===== src/rtl/calc_keypad_encoder.sv =====
// 4x4 active-low keypad scanner: debounces one press and emits {sel, key} under a valid/ack handshake.
// A press emits once; a press that arrives while the previous word is unconsumed is dropped and sets overrun.
module calc_keypad_encoder #(
    parameter int SCAN_DIV = 1000,
    parameter int DEBOUNCE = 8
) (
    input  logic       clk,
    input  logic       rst,
    input  logic [3:0] row,
    input  logic [1:0] sel,
    input  logic       ack,
    output logic [3:0] col,
    output logic [5:0] code,
    output logic       valid,
    output logic       overrun
);
    localparam int SW = $clog2(SCAN_DIV);
    localparam int CW = $clog2(DEBOUNCE + 1);
    localparam logic [SW-1:0] SLOT_LAST = SW'(SCAN_DIV - 1);
    localparam logic [CW-1:0] CNT_DONE  = CW'(DEBOUNCE);

    typedef enum logic [1:0] {S_SCAN, S_DEB, S_EMIT, S_REL} state_t;

    state_t        state_q;
    logic [3:0]    row_s1_q;
    logic [3:0]    row_s2_q;
    logic [SW-1:0] slot_q;
    logic [CW-1:0] cnt_q;
    logic [1:0]    col_idx_q;
    logic [1:0]    row_idx_q;
    logic [3:0]    col_q;
    logic [5:0]    code_q;
    logic          valid_q;
    logic          overrun_q;

    logic          sample;
    logic [CW-1:0] cnt_inc;
    logic [1:0]    low_idx;

    assign sample  = (slot_q == SLOT_LAST);
    assign cnt_inc = cnt_q + CW'(1);

    // Lowest-numbered low row wins when several keys share the driven column.
    always_comb begin
        low_idx = 2'd3;
        if (!row_s2_q[0])      low_idx = 2'd0;
        else if (!row_s2_q[1]) low_idx = 2'd1;
        else if (!row_s2_q[2]) low_idx = 2'd2;
    end

    always_ff @(posedge clk) begin
        if (rst) begin
            state_q   <= S_SCAN;
            row_s1_q  <= 4'hF;
            row_s2_q  <= 4'hF;
            slot_q    <= '0;
            cnt_q     <= '0;
            col_idx_q <= 2'd0;
            row_idx_q <= 2'd0;
            col_q     <= 4'b1110;
            code_q    <= 6'h00;
            valid_q   <= 1'b0;
            overrun_q <= 1'b0;
        end else begin
            row_s1_q <= row;
            row_s2_q <= row_s1_q;
            slot_q   <= sample ? '0 : slot_q + SW'(1);

            if (valid_q && ack) begin
                valid_q <= 1'b0;
            end

            case (state_q)
                S_SCAN: begin
                    if (sample) begin
                        if (!(&row_s2_q)) begin
                            row_idx_q <= low_idx;
                            cnt_q     <= '0;
                            state_q   <= S_DEB;
                        end else begin
                            col_idx_q <= col_idx_q + 2'd1;
                            col_q     <= {col_q[2:0], col_q[3]};
                        end
                    end
                end
                S_DEB: begin
                    if (sample) begin
                        if (!row_s2_q[row_idx_q]) begin
                            cnt_q <= cnt_inc;
                            if (cnt_inc == CNT_DONE) begin
                                state_q <= S_EMIT;
                            end
                        end else begin
                            state_q   <= S_SCAN;
                            col_idx_q <= col_idx_q + 2'd1;
                            col_q     <= {col_q[2:0], col_q[3]};
                        end
                    end
                end
                S_EMIT: begin
                    // An ack in this same cycle frees the slot, so the new word replaces the old one.
                    if (!valid_q || ack) begin
                        code_q  <= {sel, row_idx_q, col_idx_q};
                        valid_q <= 1'b1;
                    end else begin
                        overrun_q <= 1'b1;
                    end
                    cnt_q   <= '0;
                    state_q <= S_REL;
                end
                S_REL: begin
                    if (sample) begin
                        if (&row_s2_q) begin
                            cnt_q <= cnt_inc;
                            if (cnt_inc == CNT_DONE) begin
                                state_q   <= S_SCAN;
                                col_idx_q <= col_idx_q + 2'd1;
                                col_q     <= {col_q[2:0], col_q[3]};
                            end
                        end else begin
                            cnt_q <= '0;
                        end
                    end
                end
                default: state_q <= S_SCAN;
            endcase
        end
    end

    assign col     = col_q;
    assign code    = code_q;
    assign valid   = valid_q;
    assign overrun = overrun_q;
endmodule

===== config.mk =====
export PLATFORM = sky130hd
export DESIGN_NAME = calc_keypad_encoder
export DESIGN_NICKNAME = d
export VERILOG_FILES = /design/src/rtl/calc_keypad_encoder.sv
export SDC_FILE = /design/constraint.sdc
export NUM_CORES = 1
export LEC_CHECK = 0
export CAP_MARGIN = 20
export CORE_UTILIZATION = 30
export DETAILED_ROUTE_END_ITERATION = 6
export SYNTH_ARGS = -nofsm -noshare
export SYNTH_HDL_FRONTEND = slang
export SYNTH_SLANG_ARGS = --single-unit

===== constraint.sdc =====
create_clock -name clk -period 3.5 [get_ports clk]
set_input_delay 0.7 -clock clk [delete_from_list [all_inputs] [get_ports clk]]
set_output_delay 0.7 -clock clk [all_outputs]
set_load 0.02 [all_outputs]

Yosys cells after proc, flatten, opt, wreduce, memory -nomap -nowiden
Index checks and enable logic that the tools add are counted.

word-level totals
  register bits = 40
  logic and storage cells = 85

cells by class
  add/sub/neg operators = 3
  magnitude comparators = 1
  equal/unequal tests = 15
  mux-type cells = 40
  bitwise operators = 2
  reduce and logical (&&, ||, !) cells = 13

operator list
  cell                     number
  $mux W4                  13
  $mux W2                  17
  $ne A2 B2 Y1 const B     9
  $pmux W4 S4              1
  $pmux W4 S3              1
  $add A10 B1 Y10 const B  1
  $eq A10 B10 Y1 const B   1
  $pmux W2 S4              1
  $reduce_and A8 Y1        1
  $reduce_and A7 Y1        1
  $pmux W2 S3              1
  $mux W1                  5
  $reduce_and A5 Y1        1
  $add A4 B1 Y4 const B    1
  $eq A2 B2 Y1 const B     2
  $eq A4 B4 Y1 const B     1
  $reduce_and A2 Y1        2
  $reduce_and A4 Y1        1
  $lt A2 B3 Y1 const B     1
  $ne A3 B3 Y1 const B     1
  $reduce_and A3 Y1        1
  $reduce_bool A3 Y1       1
  $add A2 B1 Y2 const B    1
  $bmux W1 S2              1
  other kinds (7)          8

Depth between registers and ports, before layout
Gate-level depths: netlist of the first run.

  depth after elaboration = 6
  mapped depth = 7
  gate-level depth less buffers = 6

Worst setup path before layout of the first run
No wires, ideal clock.

  path kind = reg-to-reg
  start = register cnt_q[0]
  end = register col_q[1], in the netlist col[1]
  data arrival time = 1632 ps
  slack = 1748 ps
  stages on the path, launching flop included = 7
  clock period less this slack = 1752 ps
  cells stage by stage = dfxtp_1 ha_1 nand2_1 a2111o_1 a31oi_4 nor2b_1 a211o_1

on the way
  longest elaborated chain between the ends = 4

RTL lines
  item                         line  source
  from (decl)                  28    logic [CW-1:0] cnt_q;
  from (signal assigned)       89    cnt_q <= cnt_inc;
  from (signal assigned)       114   cnt_q <= cnt_inc;
  $add A4 B1 Y4                41    assign cnt_inc = cnt_q + CW'(1);
  $eq A4 B4 Y1                 115   if (cnt_inc == CNT_DONE) begin
  $ne A2 B2 Y1 (no line)       n/a
  $reduce_and A8 Y1 (no line)  n/a
  to (signal assigned)         82    col_q <= {col_q[2:0], col_q[3]};
  to (signal assigned)         96    col_q <= {col_q[2:0], col_q[3]};
  to (signal assigned)         118   col_q <= {col_q[2:0], col_q[3]};
  to (decl)                    31    logic [3:0] col_q;

Every way passes these cells.
A chain may end at the register's enable or synchronous reset.

==> metrics.cfg, run 1 <==
[outcome]
outcome = completed

[global_routing]
grt_pass1_wl_um = 5340
grt_max_degree = 20
grt_overflow = 0
antenna_found_initial = 0
grt_pass1_vias = 1130
grtUsageTotal_pct = 11.5

[drt]
dr.pass1.iters = 4
drt.antenna.violating_nets = 0
drc_errors = 0
dr.first_iter.drc_count = 84
wl_per_cell_um = 11.2
vias_per_cell = 4.64
num_vias = 1281
wl_um = 3100

[clock_tree]
ctsResizeCount = 0
cts_buffers = 5
clkLatencyLatePin_ns = 0.29
cts.sinks = 40
cts_setup_buffers = 0
root_buffer = clkbuf_8
path_clk_slew_ns = 0.08
cts_tree = built
h-tree-depth = 2
clockBufferDepth = 2
cts_hold_buf = 0

[layout]
antenna_cells = 0
postLayoutCoreUtil_pct = 38.2
num-nets-final = 214
drive_gt1_share_pct = 10.8
finalInstanceArea_um2 = 2090
area_growth_pct = 22.9

[synth]
synth.distinct_cells = 37
synthTopCellsByArea = dfxtp_1 47%, nor2_1 6.2%, mux2i_1 4.7%
synth_cells = 182
synth-xor-area-share_pct = 5.15
synth_top_area_share_pct = 47.1
synthTopCellsByCount = 40 x dfxtp_1, 28 x nor2_1, 11 x nand2_1, 11 x nand3_1
yosys.area.top_type = dfxtp_1
ys_warn_count = 0
synth_fa_ha_area_share_pct = 1.47
muxShareOfSynthArea_pct = 6.70
netlist_area_um2 = 1700
synth-simple-area-share_pct = 27.0
synth-compound-area-share_pct = 10.2
synth-edff-count = 0
syn_nets = 193
avgSynthCellArea_um2 = 9.34
synth_ff_type = dfxtp_1
synthArstFlopShare_pct = 0
synth_most_common_cell = dfxtp_1
synth_top_family_by_area = simple AND/OR/NAND/NOR gates
synth-seq-cells = 40
ys_seq_area_share_pct = 47.1

[timing]
period_minus_slack_ns = 2.06
setup_slack_ns = 1.44
final_hold_viol_count = 0
finalMaxSlewViolations = 0
tightest_slew_ns = 0.744
clock_skew_ns = 0.00632
setup_violations = 0
period_share_pct = 58.9
final.setup.tns_ns = 0
rsz0062_at_grt = false
max_freq_mhz = 485
relSlewSlack_pct = 50.3

[critical_path]
max_stage_delay_ns = 0.67
reg2reg_to = col[3]
end_kind = register
worstPathMaxFanout = 14
cp_top_family = compound AO/OA/AOI/OAI gates
critical_path_buf_inv_count = 1
slowest_stage = clkdlybuf4s50_1
path_common_cell = a31oi_1
timing.rr.start = cnt_q[1]
start_kind = input port
crit_type = input port to register
r2r_setup_slack_ns = 1.57
cp.required_ns = 3.73
cp_data_arrival_time_ns = 2.29
reg2reg_depth = 6
crit_chain = clkdlybuf4s50_1 -> a211oi_1 -> a31oi_1 -> a31oi_1

[worst_hold_path]
hold_path_end = row_s2_q[1]
min_path_cells = 1
min_from = row_s1_q[1]
min_path_type = register to register

[pwr]
powerDensity_nw_per_um2 = 430
peakVddDrop_v = 0.000243
power.leakage_uw = 0.000725
p_total_uw = 899

[placed_design]
dp_hpwl_um = 2130
io_buffers = 20
place_area_um2 = 1970
place_congestion = 0.788
post-place-ws_ns = 1.11

[floorplanning]
core_um2 = 5470
initial_core_util_pct = 31.1
num_io_pins = 21
die_area_um2 = 5970
die_h_um = 77.3
fp-row-count = 27
dieWidth_um = 77.3

[job]
maxCapViolations = 0

==> metrics by stage <==
step                      hold slack [ns]  std cells
after global routing                0.423        276
after detailed placement            0.395        268
after global placement              0.393        268
after CTS                           0.414        276
final                               0.411        276
after floorplan                     0.389        182
==> sequential cells by signal, summed over array words and instances (netlist names), 2 cells and up, named ones only <==
| register | flops |
|---|---|
| slot_q | 10 |
| row_s1_q | 4 |
| row_idx_q | 2 |
| code | 6 |
| cnt_q | 4 |
| col_idx_q | 2 |
| row_s2_q | 4 |
| col | 4 |
==> cells by family (layout without fill, tap and decap cells) <==
logic type	Yosys count	after routing
AND/OR/NAND/NOR	88	88
flip-flops	40	40
AO/OA/AOI/OAI	22	22
XOR/XNOR	10	10
multiplexers	10	10
buffers and inverters	10	32
adder cells (fa/ha/maj)	2	2
==> cells in the final DEF, fill, tap and decap left out, types with 2 or more instances in the layout <==
cell type,count
a31oi_1,2
nand3b_1,3
o21ai_0,3
xnor2_1,7
nand2_1,11
mux2i_1,8
nor2_1,28
a21oi_1,5
nor2b_1,7
clkbuf_8,6
nand3_1,11
and4_1,2
o21bai_1,2
and3_1,3
ha_1,2
nand2b_1,6
or2_2,8
a211o_1,3
nand4_1,4
xor2_1,3
inv_1,3
dfxtp_1,40
clkdlybuf4s50_1,20
==> power breakdown <==
| part | internal (uW) | switching [uW] |
|---|---|---|
| sequential | 462 | 4.74 |
| combinational | 17.8 | 16.7 |
| clock | 233 | 165 |
| total | 713 | 186 |
==> metal layers <==
metal  track usage, %  vias to the layer above  routed length (um)
met5                0                        -                   0
met4             5.66                        0                  42
li1                 -                      668                   -
met1             16.0                      593                1640
met2             16.2                       16                1320
met3             3.21                        4                 100
==> cell type report <==
class	count	area, um2
Fill cell	572	3380
Multi-Input combinational cell	132	858
Sequential cell	40	801
Timing Repair Buffer	21	208
Tap cell	72	90.1
Clock buffer	6	82.6
Clock inverter	2	38.8
Inverter	3	11.3
==> worst register-to-register path: cells and delay by family, from the launching register on <==
kind,cells,cell delay [ns]
adders and majority gates,1,0.21
and+or+nand+nor,2,0.18
DFF,1,0.42
AOI/OAI and AO/OA,3,1.02
==> worst max path at each step <==
stage	start	to	cells past startpoint
floorplan	cnt_q[0]	col[1]	6
global placement	rst	cnt_q[2]	4
detailed placement	rst	cnt_q[2]	4
CTS	rst	cnt_q[2]	4
global route	rst	cnt_q[2]	4
finish	rst	cnt_q[2]	4
Power figures use the tool's default switching activity.
==> run 2, diff against run 1 <==
- clock period: 3.5 -> 1.71 ns (I/O delays scaled with it)
==> run 2 against run 1 <==
  * Worst setup slack lost 1.4 ns
  * Power is 110% higher
  * First-iteration DRC count is 56% lower
  * Die area did not move
  * Cell count is 11% higher
  * Combinational power rose to 2.7 times the previous value
==> metrics.cfg, run 2 (synthesis gave the netlist of run 1 again) <==
[placed_design]
post-place-ws_ns = -0.139  ; -1.24 ns
io_buffers = 20  ; unchanged
place_congestion = 0.750  ; -4.8%
dp_hpwl_um = 2400  ; +13%
place_area_um2 = 2160  ; +9.9%

[floorplanning]
fp-row-count = 27  ; unchanged
die_h_um = 77.3  ; unchanged
num_io_pins = 21  ; unchanged
die_area_um2 = 5970  ; unchanged
core_um2 = 5470  ; unchanged
initial_core_util_pct = 31.1  ; unchanged
dieWidth_um = 77.3  ; unchanged

[layout]
final_common_cell = dfxtp_1
final_cell_mix = 35 x dfxtp_1, 28 x nor2_1, 28 x buf_4
postLayoutCoreUtil_pct = 43.4  ; +5.3 points
antenna_cells = 0  ; unchanged
largest_reg_flops = 10  ; unchanged
finalInstanceArea_um2 = 2380  ; +14%
area_growth_pct = 39.8
drive_gt1_share_pct = 27.0  ; +16 points
num-nets-final = 243  ; +14%
largest_register = slot_q

[global_routing]
grt_pass1_vias = 1358  ; +20%
antenna_found_initial = 0  ; unchanged
grtUsageTotal_pct = 12.1  ; +0.59 points
grt_max_degree = 14  ; -30%
grt_overflow = 0  ; unchanged
grt_pass1_wl_um = 5810  ; +8.8%

[drt]
wl_per_cell_um = 10.8  ; -3.9%
dr.first_iter.drc_count = 37  ; -56%
dr.pass1.iters = 4  ; unchanged
drt.antenna.violating_nets = 0  ; unchanged
vias_per_cell = 4.52  ; -2.5%
drc_errors = 0  ; unchanged
num_vias = 1380  ; +7.7%
wl_um = 3300  ; +6.3%

[job]
maxCapViolations = 0  ; unchanged

[timing]
clock_skew_ns = 0.00745  ; +0.00113 ns
setup_violations = 0  ; unchanged
relSlewSlack_pct = 72.8  ; +23 points
max_freq_mhz = 597
setup_slack_ns = 0.0347  ; -1.40 ns
rsz0062_at_grt = true
tightest_slew_ns = 0.406  ; -0.338 ns
period_minus_slack_ns = 1.68
final_hold_viol_count = 0  ; unchanged
period_share_pct = 98.0
finalMaxSlewViolations = 0  ; unchanged

[critical_path]
worstPathMaxFanout = 6  ; -8
start_kind = register
cp_data_arrival_time_ns = 1.86  ; -0.43 ns
end_kind = register
cp.required_ns = 1.90  ; -1.83 ns
crit_type = register to register

[clock_tree]
cts.sinks = 40  ; unchanged
clockBufferDepth = 2  ; unchanged
clkLatencyLatePin_ns = 0.29  ; about the same
root_buffer = clkbuf_8
cts_tree = built
h-tree-depth = 2  ; unchanged
cts_hold_buf = 0  ; unchanged
path_clk_slew_ns = 0.08  ; about the same
cts_buffers = 5  ; unchanged

[pwr]
p_seq_share_pct = 51.3  ; -0.6 points
p_int_uw = 1470  ; +110%
clkPwrFrac_pct = 43.8  ; -0.5 points
sw_frac_of_total_pct = 20.7  ; about the same
peakVddDrop_v = 0.000414  ; +70%
p_comb_share_pct = 4.9  ; +1.1 points
power.leakage_uw = 0.000879  ; +21%
power.switching_uw = 384  ; +110%
powerDensity_nw_per_um2 = 780  ; +81%

[worst_hold_path]
min_path_type = register to register

[outcome]
outcome = completed

-- run 2: cell type report --
type | count | area (um2)
clock buffers | 6 | 82.6
inverters | 3 | 11.3
well taps | 72 | 90.1
fillers | 539 | 3100
flip-flops and latches | 40 | 812
repair buffers | 50 | 433
clock inverters | 2 | 38.8
multi-input cells | 132 | 910
-- run 2: path summary, 6_finish.rpt --
path	from	endpoint	slack, ns	cells past startpoint
setup / recovery	row_idx_q[1]	col[1]	0.03	5
hold / removal	row_s1_q[3]	row_s2_q[3]	0.40	1
setup reg to reg	row_idx_q[1]	col[1]	0.03	5
hold reg to reg	row_s1_q[3]	row_s2_q[3]	0.40	1
-- run 2: power by group through the flow --
stage / logic [uW] / clock network [uW] / registers [uW]
3_5_place_dp: 88.9 / 0 / 975
2_1_floorplan: 43.9 / 0 / 975
4_1_cts: 89.3 / 839 / 950
3_3_place_gp: 88.5 / 0 / 975
5_1_grt: 100 / 879 / 953
6_report: 91.7 / 812 / 951
-- run 2: timing repair --
| action | 4_1_cts | 5_1_grt |
|---|---|---|
| pin swaps | 6 | 5 |
| buffers inserted | 3 | 0 |
| gates cloned | 0 | 0 |
| gates resized for setup | 10 | 11 |
| endpoints found under the setup margin | 4 | 11 |
-- run 2: critical path, cell delays in order (launching register included) --
cell and delay, ns:
dfxtp_2 0.34, mux4_2 0.55, nand2_2 0.11, a31oi_4 0.14, buf_6 0.15, a211o_1 0.28
-- run 2: routing by layer --
layer	routed length, um	GRT usage (%)
met5	0	0
met2	1530	20.0
met3	104	3.69
met4	53	3.96
met1	1610	15.0
-- run 2: stage by stage --
step                      TNS (ns)  power [uW]  cells  hold slack [ns]
final                            0        1860    305            0.405
after global placement       -1.04        1060    294            0.392
after global routing       -0.0933        1930    305            0.428
after CTS                 -0.00887        1880    305            0.405
after detailed placement     -1.12        1060    294            0.392
after floorplan                  0        1020    182            0.389
==> run 3, diff against run 2 <==
- CORE_UTILIZATION: 30 -> 35
==> run 3 against run 2 <==
  * The run now ends with negative setup slack left
  * Utilization increased by 10 points
  * Sequential share of layout area is 0.53 points lower
  * Die area decreased by 14%
  * Wire length increased by 13%
  * Clock skew fell by 0.0048 ns
  * Critical path type unchanged
  * Critical endpoint is now col_idx_q[1]
  * Largest cell class unchanged
==> metrics.cfg, run 3 (synthesis gave the netlist of run 1 again) <==
[timing]
holdWs_ns = 0.412  ; +0.00736 ns
setup_slack_ns = -0.000648  ; -0.0353 ns
finalMaxSlewViolations = 0  ; unchanged
setup_violations = 1  ; +1
clock_skew_ns = 0.00262  ; -0.00483 ns
period_share_pct = 100  ; +2.1 points
final_hold_viol_count = 0  ; unchanged
period_minus_slack_ns = 1.71  ; +0.0353 ns
rsz0062_at_grt = true
final.setup.tns_ns = -0.000648  ; -0.000648 ns
relSlewSlack_pct = 72.3  ; -0.51 points
tightest_slew_ns = 0.414  ; +0.00767 ns
max_freq_mhz = 585  ; -2.1%

[pwr]
power.switching_uw = 360  ; -6.1%
peakVddDrop_v = 0.000386  ; -6.8%
p_comb_share_pct = 6.3  ; +1.4 points
p_seq_share_pct = 58.2  ; +6.9 points
powerDensity_nw_per_um2 = 677  ; -13%
power.leakage_uw = 0.000888  ; +1.0%
p_int_uw = 1280  ; -13%
sw_frac_of_total_pct = 22.0  ; +1.3 points
clkPwrFrac_pct = 35.5  ; -8.3 points

[outcome]
outcome = finished, violations left
violations = negative setup slack

[critical_path]
worstPathMaxFanout = 5  ; -1
r2r_setup_slack_ns = -0.0006  ; -0.04 ns
reg2reg_to = col_idx_q[1]
start_kind = register
timing.rr.start = cnt_q[1]
cp_data_arrival_time_ns = 1.93  ; +0.07 ns
crit_type = register to register
cp.required_ns = 1.93  ; +0.03 ns
end_kind = register
reg2reg_depth = 6  ; +1

[clock_tree]
root_buffer = clkbuf_8
cts_hold_buf = 0  ; unchanged
clockBufferDepth = 2  ; unchanged
path_clk_slew_ns = 0.07  ; about the same
h-tree-depth = 2  ; unchanged
cts_tree = built
clkLatencyLatePin_ns = 0.29  ; about the same
cts_buffers = 5  ; unchanged
cts.sinks = 40  ; unchanged

[layout]
largest_reg_flops = 10  ; unchanged
postLayoutCoreUtil_pct = 53.7  ; +10 points
antenna_cells = 0  ; unchanged
final_cell_mix = 36 x buf_4, 34 x dfxtp_1, 28 x nor2_1
largest_register = slot_q
drive_gt1_share_pct = 31.3  ; +4.2 points
nFillCells = 428  ; -21%
final_common_cell = buf_4
num-nets-final = 251  ; +3.3%
area_growth_pct = 42.2

[global_routing]
grt_overflow = 0  ; unchanged
grt_max_degree = 12  ; -2
grtUsageTotal_pct = 15.8  ; +3.7 points
antenna_found_initial = 0  ; unchanged
grt_pass1_vias = 1447  ; +6.6%
grt_pass1_wl_um = 6300  ; +8.4%

[drt]
vias_per_cell = 4.97  ; +9.8%
num_vias = 1450  ; +5.1%
drc_errors = 0  ; unchanged
wl_per_cell_um = 12.7  ; +18%
dr.pass1.iters = 4  ; unchanged
drt.antenna.violating_nets = 0  ; unchanged
dr.first_iter.drc_count = 63  ; +70%
wl_um = 3720  ; +13%

[floorplanning]
num_io_pins = 21  ; unchanged
dieWidth_um = 71.7  ; -7.2%
core_um2 = 4500  ; -18%
die_area_um2 = 5140  ; -14%
die_h_um = 71.7  ; -7.2%
fp-row-count = 24  ; -11%
initial_core_util_pct = 37.8  ; +6.7 points

[placed_design]
io_buffers = 20  ; unchanged
dp_hpwl_um = 2540  ; +5.9%
place_congestion = 0.868  ; +16%

[worst_hold_path]
min_path_cells = 1  ; unchanged
min_path_type = register to register
min_from = row_s1_q[1]
hold_path_end = row_s2_q[1]

[job]
maxCapViolations = 0  ; unchanged

==> run 3: changes by cell type in the layout (fill, tap and decap cells not counted), sizes merged <==
cell	previous run	this run
buf	30	37
bufinv	1	0
a31oi	3	4
==> run 3: routing by layer <==
layer | up-vias | track usage [%] | wire length [um]
li1 | 744 | - | -
met1 | 677 | 20.6 | 1750
met2 | 27 | 24.5 | 1810
met3 | 2 | 5.06 | 135
met4 | 0 | 5.66 | 19
met5 | - | 0 | 0
==> run 3: cell type report <==
type / instances / area [um2] / share of cell area (%)
multi-input cells: 133 / 970 / 40.1
repair buffers: 57 / 482 / 19.9
clock buffers: 6 / 72.6 / 3.00
well taps: 52 / 65.1 / 2.69
inverters: 3 / 11.3 / 0.466
flip-flops and latches: 40 / 813 / 33.6
clock inverters: 1 / 5.00 / 0.207
==> run 3: worst max-delay path by stage <==
| stage | from | end | cells past startpoint | slack [ns] |
|---|---|---|---|---|
| after floorplan | cnt_q[0] | col[1] | 6 | 0.003 |
| after global placement | ack | code[4] | 5 | -0.11 |
| after detailed placement | ack | code[4] | 5 | -0.13 |
| after CTS | cnt_q[1] | col_idx_q[1] | 7 | -0.03 |
| after global routing | cnt_q[1] | col_idx_q[1] | 7 | -0.06 |
| final | cnt_q[1] | col_idx_q[1] | 6 | -0.0006 |
==> run 3: power groups by stage <==
stage                     Combinational (uW)  Sequential [uW]  Clock [uW]
after floorplan                         43.9              975           0
after global placement                  95.4              975           0
after detailed placement                95.4              975           0
after CTS                               99.5              951         606
after global routing                     115              956         652
final                                    104              954         581
==> run 3: critical path, cell delays in order (launching register included) <==
cell and delay (ns):
dfxtp_4 0.37, a21bo_1 0.20, a2111o_1 0.46, a31oi_4 0.26, buf_6 0.14, nand3b_1 0.07
a21oi_1 0.14
==> run 3: metrics by stage <==
stage | setup slack (ns) | std cells | cell area (um2) | power (uW)
final | -0.000648 | 292 | 2420 | 1640
after global routing | -0.0556 | 292 | 2420 | 1720
after CTS | -0.0269 | 291 | 2350 | 1660
after detailed placement | -0.129 | 279 | 2180 | 1070
after global placement | -0.112 | 279 | 2180 | 1070
after floorplan | 0.00304 | 182 | 1700 | 1020
==> run 3: timing repair <==
action                                  in CTS  in global routing
pin swaps                                    8                  6
cloned                                       1                  0
resized for setup                           13                 14
buffers inserted                             4                  1
endpoints found under the setup margin      15                 13
==> patch, RTL diff (flow settings as in run 3) <==
Put one more register stage on the output `overrun`, without a reset. The value now appears one clock later. The other outputs are not delayed to match.
--- a/src/rtl/calc_keypad_encoder.sv
+++ b/src/rtl/calc_keypad_encoder.sv
@@ -130,5 +130,7 @@
     assign col     = col_q;
     assign code    = code_q;
     assign valid   = valid_q;
-    assign overrun = overrun_q;
+    always_ff @(posedge clk) begin
+        overrun <= overrun_q;
+    end
 endmodule
Check against the original RTL: same outputs for any inputs over 10 cycles, from zero or initial values and one cycle with rst high; that may be too few to reach the edited logic, so the function may still have changed.
==> patch against run 3 <==
The run still ends with setup timing left; cell area shrank 1.2%; power grew 2.8%; setup slack lost 0.0095 ns; first-iteration DRC count grew 37%; die area shrank 0.50%; area after synthesis shrank 0.52%; sequential cell count grew 1; critical path depth shrank 1; routed wire length shrank 3.8%; count of clock-buffer cells in the layout is the same; critical endpoint is now col[2].
==> patch: results <==
set metrics [dict create \
    yosysUniqueCellTypes 37 \
    fin_nets 247 \
    place_area_sq_mm 0.00216 \
    clk_pin_slew_worst_paths_ns 0.07 \
    ant_nets 0 \
    synthTopCellsByArea "dfxtp_1 (49%), nor2_1 (5.3%), mux2i_1 (4.1%), or2_2 (3.3%), a21oi_1 (2.7%)" \
    ys_top_cells_by_count "dfxtp_1 (41), nor2_1 (24), nand2_1 (11)" \
    synth_top_area_share_pct 48.5 \
    grt_max_degree 22 \
    dpl.hpwl_um 2430 \
    setup-violations-final 1 \
    synth-seq-area-share_pct 48.5 \
    layout_setup_ws_ns -0.0101 \
    cp.arrival_ns 1.90 \
    drive_gt1_share_pct 33.8 \
    cts-root-buf "clkbuf_8" \
    synth_nets 190 \
    irDropWorstVdd_mv 0.497 \
    largest_register_ff_count 10 \
    leakage_nw 0.919 \
    status "finished, violations left" \
    track_usage_pct 15.2 \
    hp-class "reg2reg" \
    clock_skew_ns 0.00324 \
    worstSkewPairLatency_ns 0.29 \
    place_congestion 0.750 \
    relSlewSlack_pct 71.8 \
    violations "setup timing" \
    drt_iter0_markers 86 \
    ys.warnings.count 0 \
    vias 1442 \
    grt_pass1_wl_um 6020 \
    wl_per_cell_um 12.4 \
]
-- patch: cell types whose count changed in the layout (fill, tap and decap cells not counted), moves of 4 or more --
cell      before  now
o21ai_0        2    7
nor2b_1        6    2
nand2b_1       6    2
nor2_1        28   24
inv_1          3    7
buf_4         36   32
dfxtp_2        4    9
-- patch: path summary, 6_finish.rpt --
kind | startpoint | end | slack [ns] | cells past startpoint
setup reg to reg | row_idx_q[1] | col[2] | -0.01 | 5
setup / recovery | row_idx_q[1] | col[2] | -0.01 | 5
hold / removal | overrun_q | overrun | 0.36 | 0
hold reg to reg | overrun_q | overrun | 0.36 | 0
-- patch: cells by family (layout without fill, tap and decap cells) --
family	count (synthesis)	after routing	synth area share [%]
xor+xnor	7	7	3.62
flops	41	41	48.5
buf+inv	12	69	2.74
mux	8	8	5.47
simple gates	76	76	23.8
compound gates	33	34	14.3
fa+ha+maj	2	2	1.48
-- patch: layer usage --
metal | share of wire, % | track usage [%] | up-vias
met5 | 0 | 0 | -
met4 | 1.7 | 6.54 | 0
met3 | 3.3 | 4.78 | 6
met2 | 47 | 24.2 | 29
met1 | 48 | 19.0 | 666
li1 | - | - | 741
-- patch: final cells by class --
type,count,area [sq um]
well taps,52,65.1
repair buffers,54,463
inverters,7,26.3
flip-flops and latches,41,836
multi-input cells,127,917
clock inverters,2,10.0
fillers,428,2110
clock buffers,6,72.6
-- patch: power by group --
part,switching (mW),leakage [nW],internal (mW)
combinational,0.0477,0.538,0.0626
sequential,0.00901,0.335,0.969
clock,0.313,0.0450,0.283
total,0.370,0.919,1.31
-- patch: critical path: stages (launching register included) --
cell     delay (ns)
dfxtp_2        0.34
mux4_2         0.52
a22o_4         0.26
o21ai_4        0.19
nor2_1         0.07
a211o_1        0.22
-- patch: stage by stage --
| stage | hold slack, ns | std cells | TNS [ns] | worst slack (ns) |
|---|---|---|---|---|
| 2_1_floorplan | 0.331 | 179 | -0.0769 | -0.0256 |
| 3_3_place_gp | 0.346 | 275 | -0.189 | -0.0518 |
| 3_5_place_dp | 0.350 | 275 | -0.415 | -0.0971 |
| 4_1_cts | 0.361 | 284 | -0.236 | -0.0790 |
| 5_1_grt | 0.374 | 289 | -0.882 | -0.132 |
| 6_report | 0.360 | 289 | -0.0101 | -0.0101 |
-- patch: timing repair --
| item | 4_1_cts | 5_1_grt |
|---|---|---|
| setup endpoints to repair | 8 | 23 |
| cloned | 1 | 0 |
| gates resized for setup | 3 | 26 |
| buffers inserted | 0 | 5 |
| hold buffers | 0 | 0 |
| pin swaps | 5 | 14 |
